## src/rtl/axil_pkg.sv

```systemverilog
// Shared AXI4-Lite types: response codes, FSM state encodings and address decode.
// Pure definitions; no timing or backpressure of its own.
package axil_pkg;

  typedef enum logic [1:0] {
    OKAY   = 2'b00,
    EXOKAY = 2'b01,
    SLVERR = 2'b10,
    DECERR = 2'b11
  } resp_e;

  localparam int NUM_REGS = 16;
  localparam int IDX_W    = $clog2(NUM_REGS);

  typedef enum logic [1:0] {WR_IDLE, WR_HAVE_AW, WR_HAVE_W, WR_RESP} wr_state_e;
  typedef enum logic {RD_IDLE, RD_RESP} rd_state_e;

  typedef struct packed {
    logic             mapped;
    logic [IDX_W-1:0] idx;
  } dec_t;

  // Word index comes from addr[5:2]; the byte offset bits are ignored.
  function automatic dec_t decode(input logic [31:0] addr, input int num_regs);
    dec_t d;
    d.mapped = (addr < (32'(num_regs) * 32'd4));
    d.idx    = addr[IDX_W+1:2];
    return d;
  endfunction

endpackage

```

## src/rtl/axil_regfile.sv

```systemverilog
// Word register array with a byte-strobed write port and a combinational read port.
// Writes land on the clock edge; reads see the pre-edge contents.
module axil_regfile #(
  parameter int NUM_REGS   = 16,
  parameter int DATA_WIDTH = 32,
  parameter int IDX_W      = $clog2(NUM_REGS)
) (
  input  logic                    clk_i,
  input  logic                    rst_i,
  input  logic                    we_i,
  input  logic [IDX_W-1:0]        widx_i,
  input  logic [DATA_WIDTH-1:0]   wdata_i,
  input  logic [DATA_WIDTH/8-1:0] wstrb_i,
  input  logic [IDX_W-1:0]        ridx_i,
  output logic [DATA_WIDTH-1:0]   rdata_o
);

  logic [DATA_WIDTH-1:0] regs_q [NUM_REGS];

  always_ff @(posedge clk_i or posedge rst_i) begin
    if (rst_i) begin
      for (int i = 0; i < NUM_REGS; i++) regs_q[i] <= '0;
    end else if (we_i) begin
      for (int b = 0; b < DATA_WIDTH/8; b++) begin
        if (wstrb_i[b]) regs_q[widx_i][8*b +: 8] <= wdata_i[8*b +: 8];
      end
    end
  end

  assign rdata_o = regs_q[ridx_i];

endmodule

```

## src/rtl/axil_modport.sv

```systemverilog
// AXI4-Lite slave over 16 x 32-bit registers; write commits 1 cycle after the later of AW/W,
// read data 1 cycle after AR. One outstanding transaction per path; B/R held until bready/rready.
module axil_modport #(
  parameter int DATA_WIDTH = 32,
  parameter int ADDR_WIDTH = 16,
  parameter int NUM_REGS   = axil_pkg::NUM_REGS
) (
  input  logic                    clk,
  input  logic                    rst,
  input  logic [ADDR_WIDTH-1:0]   awaddr,
  input  logic                    awvalid,
  output logic                    awready,
  input  logic [DATA_WIDTH-1:0]   wdata,
  input  logic [DATA_WIDTH/8-1:0] wstrb,
  input  logic                    wvalid,
  output logic                    wready,
  output logic [1:0]              bresp,
  output logic                    bvalid,
  input  logic                    bready,
  input  logic [ADDR_WIDTH-1:0]   araddr,
  input  logic                    arvalid,
  output logic                    arready,
  output logic [DATA_WIDTH-1:0]   rdata,
  output logic [1:0]              rresp,
  output logic                    rvalid,
  input  logic                    rready
);
  import axil_pkg::*;

  logic                    live_q;
  wr_state_e               wst_q, wst_d;
  logic [ADDR_WIDTH-1:0]   awaddr_q, awaddr_d;
  logic [DATA_WIDTH-1:0]   wdata_q, wdata_d;
  logic [DATA_WIDTH/8-1:0] wstrb_q, wstrb_d;
  logic                    bvalid_q, bvalid_d;
  resp_e                   bresp_q, bresp_d;
  rd_state_e               rdst_q, rdst_d;
  logic [DATA_WIDTH-1:0]   rdata_q, rdata_d;
  resp_e                   rresp_q, rresp_d;
  logic                    aw_hs, w_hs, ar_hs, reg_we;
  dec_t                    wdec, rdec;
  logic [DATA_WIDTH-1:0]   rf_rdata;

  // live_q keeps all readies low until the first edge after reset release.
  assign awready = live_q & ((wst_q == WR_IDLE) | (wst_q == WR_HAVE_W));
  assign wready  = live_q & ((wst_q == WR_IDLE) | (wst_q == WR_HAVE_AW));
  assign arready = live_q & (rdst_q == RD_IDLE);
  assign aw_hs   = awvalid & awready;
  assign w_hs    = wvalid & wready;
  assign ar_hs   = arvalid & arready;
  assign wdec    = decode(32'(awaddr_q), NUM_REGS);
  assign rdec    = decode(32'(araddr), NUM_REGS);
  assign bvalid  = bvalid_q;
  assign bresp   = bresp_q;
  assign rvalid  = (rdst_q == RD_RESP);
  assign rdata   = rdata_q;
  assign rresp   = rresp_q;

  axil_regfile #(.NUM_REGS(NUM_REGS), .DATA_WIDTH(DATA_WIDTH), .IDX_W(IDX_W)) u_regfile (
    .clk_i  (clk),
    .rst_i  (rst),
    .we_i   (reg_we),
    .widx_i (wdec.idx),
    .wdata_i(wdata_q),
    .wstrb_i(wstrb_q),
    .ridx_i (rdec.idx),
    .rdata_o(rf_rdata)
  );

  always_ff @(posedge clk or posedge rst) begin
    if (rst) begin
      live_q   <= 1'b0;
      wst_q    <= WR_IDLE;
      awaddr_q <= '0;
      wdata_q  <= '0;
      wstrb_q  <= '0;
      bvalid_q <= 1'b0;
      bresp_q  <= OKAY;
      rdst_q   <= RD_IDLE;
      rdata_q  <= '0;
      rresp_q  <= OKAY;
    end else begin
      live_q   <= 1'b1;
      wst_q    <= wst_d;
      awaddr_q <= awaddr_d;
      wdata_q  <= wdata_d;
      wstrb_q  <= wstrb_d;
      bvalid_q <= bvalid_d;
      bresp_q  <= bresp_d;
      rdst_q   <= rdst_d;
      rdata_q  <= rdata_d;
      rresp_q  <= rresp_d;
    end
  end

  always_comb begin
    wst_d    = wst_q;
    awaddr_d = aw_hs ? awaddr : awaddr_q;
    wdata_d  = w_hs ? wdata : wdata_q;
    wstrb_d  = w_hs ? wstrb : wstrb_q;
    bvalid_d = bvalid_q;
    bresp_d  = bresp_q;
    reg_we   = 1'b0;
    case (wst_q)
      WR_IDLE: begin
        if (aw_hs && w_hs) wst_d = WR_RESP;
        else if (aw_hs)    wst_d = WR_HAVE_AW;
        else if (w_hs)     wst_d = WR_HAVE_W;
      end
      WR_HAVE_AW: if (w_hs)  wst_d = WR_RESP;
      WR_HAVE_W:  if (aw_hs) wst_d = WR_RESP;
      WR_RESP: begin
        // First RESP cycle commits; bvalid then holds until bready.
        if (!bvalid_q) begin
          reg_we   = wdec.mapped;
          bvalid_d = 1'b1;
          bresp_d  = wdec.mapped ? OKAY : SLVERR;
        end else if (bready) begin
          bvalid_d = 1'b0;
          wst_d    = WR_IDLE;
        end
      end
      default: wst_d = WR_IDLE;
    endcase
  end

  always_comb begin
    rdst_d  = rdst_q;
    rdata_d = rdata_q;
    rresp_d = rresp_q;
    case (rdst_q)
      RD_IDLE: begin
        if (ar_hs) begin
          rdata_d = rdec.mapped ? rf_rdata : '0;
          rresp_d = rdec.mapped ? OKAY : SLVERR;
          rdst_d  = RD_RESP;
        end
      end
      RD_RESP: if (rready) rdst_d = RD_IDLE;
      default: rdst_d = RD_IDLE;
    endcase
  end

endmodule

```

## config.mk

```make
export PLATFORM = sky130hd
export DESIGN_NAME = axil_modport
export DESIGN_NICKNAME = d
export VERILOG_FILES = /design/src/rtl/axil_pkg.sv /design/src/rtl/axil_regfile.sv /design/src/rtl/axil_modport.sv
export SDC_FILE = /design/constraint.sdc
export NUM_CORES = 1
export LEC_CHECK = 0
export CAP_MARGIN = 20
export CORE_MARGIN = 2
export CORE_UTILIZATION = 34
export CTS_CLUSTER_SIZE = 14
export DETAILED_ROUTE_END_ITERATION = 7
export SLEW_MARGIN = 20
export SYNTH_ARGS = -nofsm -noshare
export SYNTH_HDL_FRONTEND = slang
export SYNTH_SLANG_ARGS = --single-unit
```

## constraint.sdc

```tcl
create_clock -name clk -period 42.3 [get_ports clk]
set_clock_uncertainty 0.1 [all_clocks]
set_input_delay 6.345 -clock clk [delete_from_list [all_inputs] [get_ports clk]]
set_output_delay 6.345 -clock clk [all_outputs]
set_load 0.03 [all_outputs]
```

==> summary.md <==
| Metric | Value |
|---|---|
| Status | `finished clean` |
| Worst-path clk slew | `0.05 ns` |
| Final min period | `9.560 ns` |
| Worst setup SP type | `input port` |
| Leakage power | `14.74 nW` |
| CP top delay family | `buffers and inverters` |
| Gpl congestion | `0.7183` |
| GRT Overall Usage | `0.1603` |
| Yosys reg bits | `601` |
| Mean instance size in the synthesized netlist | `16.44 sq um` |
| Antenna violations before repair | `0` |
| Antenna diodes | `0` |
| Remaining DRCs | `0` |
| RR Endpoint | `u_regfile.regs_q[105]` |
| Crit path capture type | `async pin` |
| Vias per Instance | `5.191` |
| Filler cell count in the final layout | `7178` |
| FMAX | `104.6 MHz` |
| Count of input and output buffers | `109` |
| Reg2reg setup slack | `39.14 ns` |
| Top cell type's share of synthesized area | `0.5537` |
| CTS tree | `done` |
| Hold wc startpoint | `u_regfile.regs_q[511]` |
| Crit path DAT | `10.05 ns` |
| Pre-CTS setup slack | `31.92 ns` |
| Placement Rows | `103` |
| H-Tree Depth | `3` |
| NumNets Final | `1833` |
| Crit path top cell by count | `buf_4` |
| R2r worst-path depth | `4` |
| Die W | `286.7 microns` |
| Hold Path Depth | `1` |
| Core area | `0.07900 sq mm` |
| Period utilization | `0.2260` |
| Setup Viol. Count Final | `0` |
| Final std cell area, no fill | `0.03142 sq mm` |
| Root Buffer | `clkbuf_16` |
| Placed instance area | `0.02926 sq mm` |
| Critical path peak fanout | `127` |
| Synthesis Warnings | `0` |
| Number of global-route vias before repair | `16250` |
| Req. time, crit path | `42.79 ns` |
| Die area | `0.08217 sq mm` |
| Longest Clk Path Bufs | `3` |
| Setup ws final | `32.74 ns` |
| Critical path buffers and inverters | `5` |
| Pre-antenna DRT Iters | `5` |
| Clk_lat worst skew | `0.59 ns` |
| # resized after CTS | `0` |
| Synth area leader | `dfrtp_1` |
| Layout cells sized above 1 | `0.5183` |
| WL per Instance | `22.51 microns` |
| Post-CTS Setup Inserts | `0` |
| CTS Buf Count | `67` |
| FF-to-FF Start | `awaddr_q[7]` |
| Synth Cell Area | `0.02716 sq mm` |
| Die height | `286.7 microns` |
| IO Count | `116` |
| PwrDens | `44.02 mW/mm^2` |
| Unique masters post-synth | `41` |
| Final Max Slew Viols | `0` |
| TNS Setup | `0 ns` |
| Most frequent cells in the layout | `dfrtp_1, mux2_2, mux4_2` |
| WHS Endpoint | `u_regfile.regs_q[511]` |
| Crit-path cells | `clkdlybuf4s50_1, inv_8, buf_4, buf_4, buf_4` |
| Largest net degree at the start of global routing | `128` |
| Hold Path Class | `reg2reg` |
| Remaining Overflow, GRT | `0` |
| Largest cells by area after synthesis | `dfrtp_1, mux2_2, mux4_2` |
| Mapped Cells | `1652` |
| Leading cell type in the layout, fill and taps excluded | `dfrtp_1` |
| 1st-iter DRT viols | `891` |
| Max stage delay on crit path | `0.86 ns` |
| Hpwl dp | `39910 microns` |
| Max Cap Viol | `0` |
| Via count | `14800` |
| Relative slew slack | `0.2781` |
| Slowest-stage cell, CP | `buf_4` |
| Sequential share of the synthesized area | `0.5537` |
| Worst vdd ir | `0.03394 mV` |
| Post-CTS Hold Buffers | `0` |
| Worst setup path class | `in2async` |
| CTS Sinks | `601` |
| RSZ-0062 raised after global routing | `no` |
| Layout area overhead | `15.67%` |
| Worst-Margin Slew | `1.079 ns` |
| Routed Antenna Nets | `0` |
| WL final | `64150 microns` |
| Hold Fails Final Rpt | `0` |
| First-pass GRT wire length | `100700 microns` |
| Starting density of the core | `0.3438` |
==> worst max path at each step <==
stage,startpoint,endpoint,slack (ns),cells after the start
after floorplan,rst,awaddr_q[10],19.03,1
after global placement,rst,wdata_q[10],32.06,5
after detailed placement,rst,wdata_q[14],31.92,5
after CTS,rst,u_regfile.regs_q[206],32.56,5
after global routing,rst,u_regfile.regs_q[206],32.16,5
final,rst,u_regfile.regs_q[206],32.74,5
==> Yosys cell counts, drive strengths merged <==
cell	instances
a31oi	2
nand4	16
o21a	3
a41oi	1
mux2	595
conb	2
nand2	12
nand3	1
nor4bb	1
clkbuf	34
and4	2
nor4b	1
buf	60
a21oi	1
mux2i	33
or2	2
nor2b	7
and2	2
dfrtp	601
and3b	1
inv	5
a222oi	1
a32oi	32
nor2	66
mux4	128
nor4	4
ha	5
o21ai	34
==> registers in the layout (all words and copies together) (netlist names) <==
register	cells
awaddr_q	14
bresp	1
bvalid	1
live_q	1
rdata	32
rresp	1
rvalid	1
u_regfile.regs_q	512
wdata_q	32
wst_q	2
wstrb_q	4
==> cells by family after synthesis <==
group	share of synthesized area
multiplexers	0.3694
flip-flops	0.5537
AND/OR/NAND/NOR	0.03878
buffers and inverters	0.01686
AO/OA/AOI/OAI	0.01875
adder cells (fa/ha/maj)	0.002303
other	0.0002765
==> through the flow <==
| stage | util | hold WS (ns) | std cells | power, W |
|---|---|---|---|---|
| after floorplan | - | 0.3533 | 1653 | 0.0007656 |
| after global placement | 0.3704 | 0.3629 | 2734 | 0.0008165 |
| after detailed placement | 0.3704 | 0.3839 | 2734 | 0.0008250 |
| after CTS | 0.3977 | 0.3967 | 2850 | 0.001401 |
| after global routing | 0.3977 | 0.4109 | 2850 | 0.001444 |
| final | 0.3977 | 0.3924 | 2850 | 0.001383 |
==> worst reg2reg max path, delay by kind of cell (launching register included) <==
family,cells,cell delay [ns]
multiplexers,1,0.42
AND/OR/NAND/NOR,3,2.12
flip-flops,1,0.40
==> metal layers <==
| metal | vias to the layer above | wire length [microns] | GRT usage |
|---|---|---|---|
| met3 | 102 | 2461 | 0.02893 |
| met1 | 8024 | 29630 | 0.2202 |
| li1 | 6409 | - | - |
| met4 | 0 | 1520 | 0.04634 |
| met2 | 260 | 30540 | 0.2598 |
| met5 | - | 0 | 0 |
==> layout make-up <==
cell class,instances,area (sq um),area share
Clock inverter,18,155.1,0.004938
Tap cell,1050,1314,0.04181
Sequential cell,601,15040,0.4786
Timing Repair Buffer,125,1205,0.03835
Multi-Input combinational cell,953,11680,0.3716
Clock buffer,98,2006,0.06383
Inverter,5,26.28,0.0008362
==> where the power goes <==
group          switching [W]  internal [W]
Clock               0.000229      0.000340
Combinational      0.0000672     0.0000545
Sequential         0.0000916      0.000601
Total               0.000387      0.000996
Note: power is estimated with default switching activity, not from simulation.
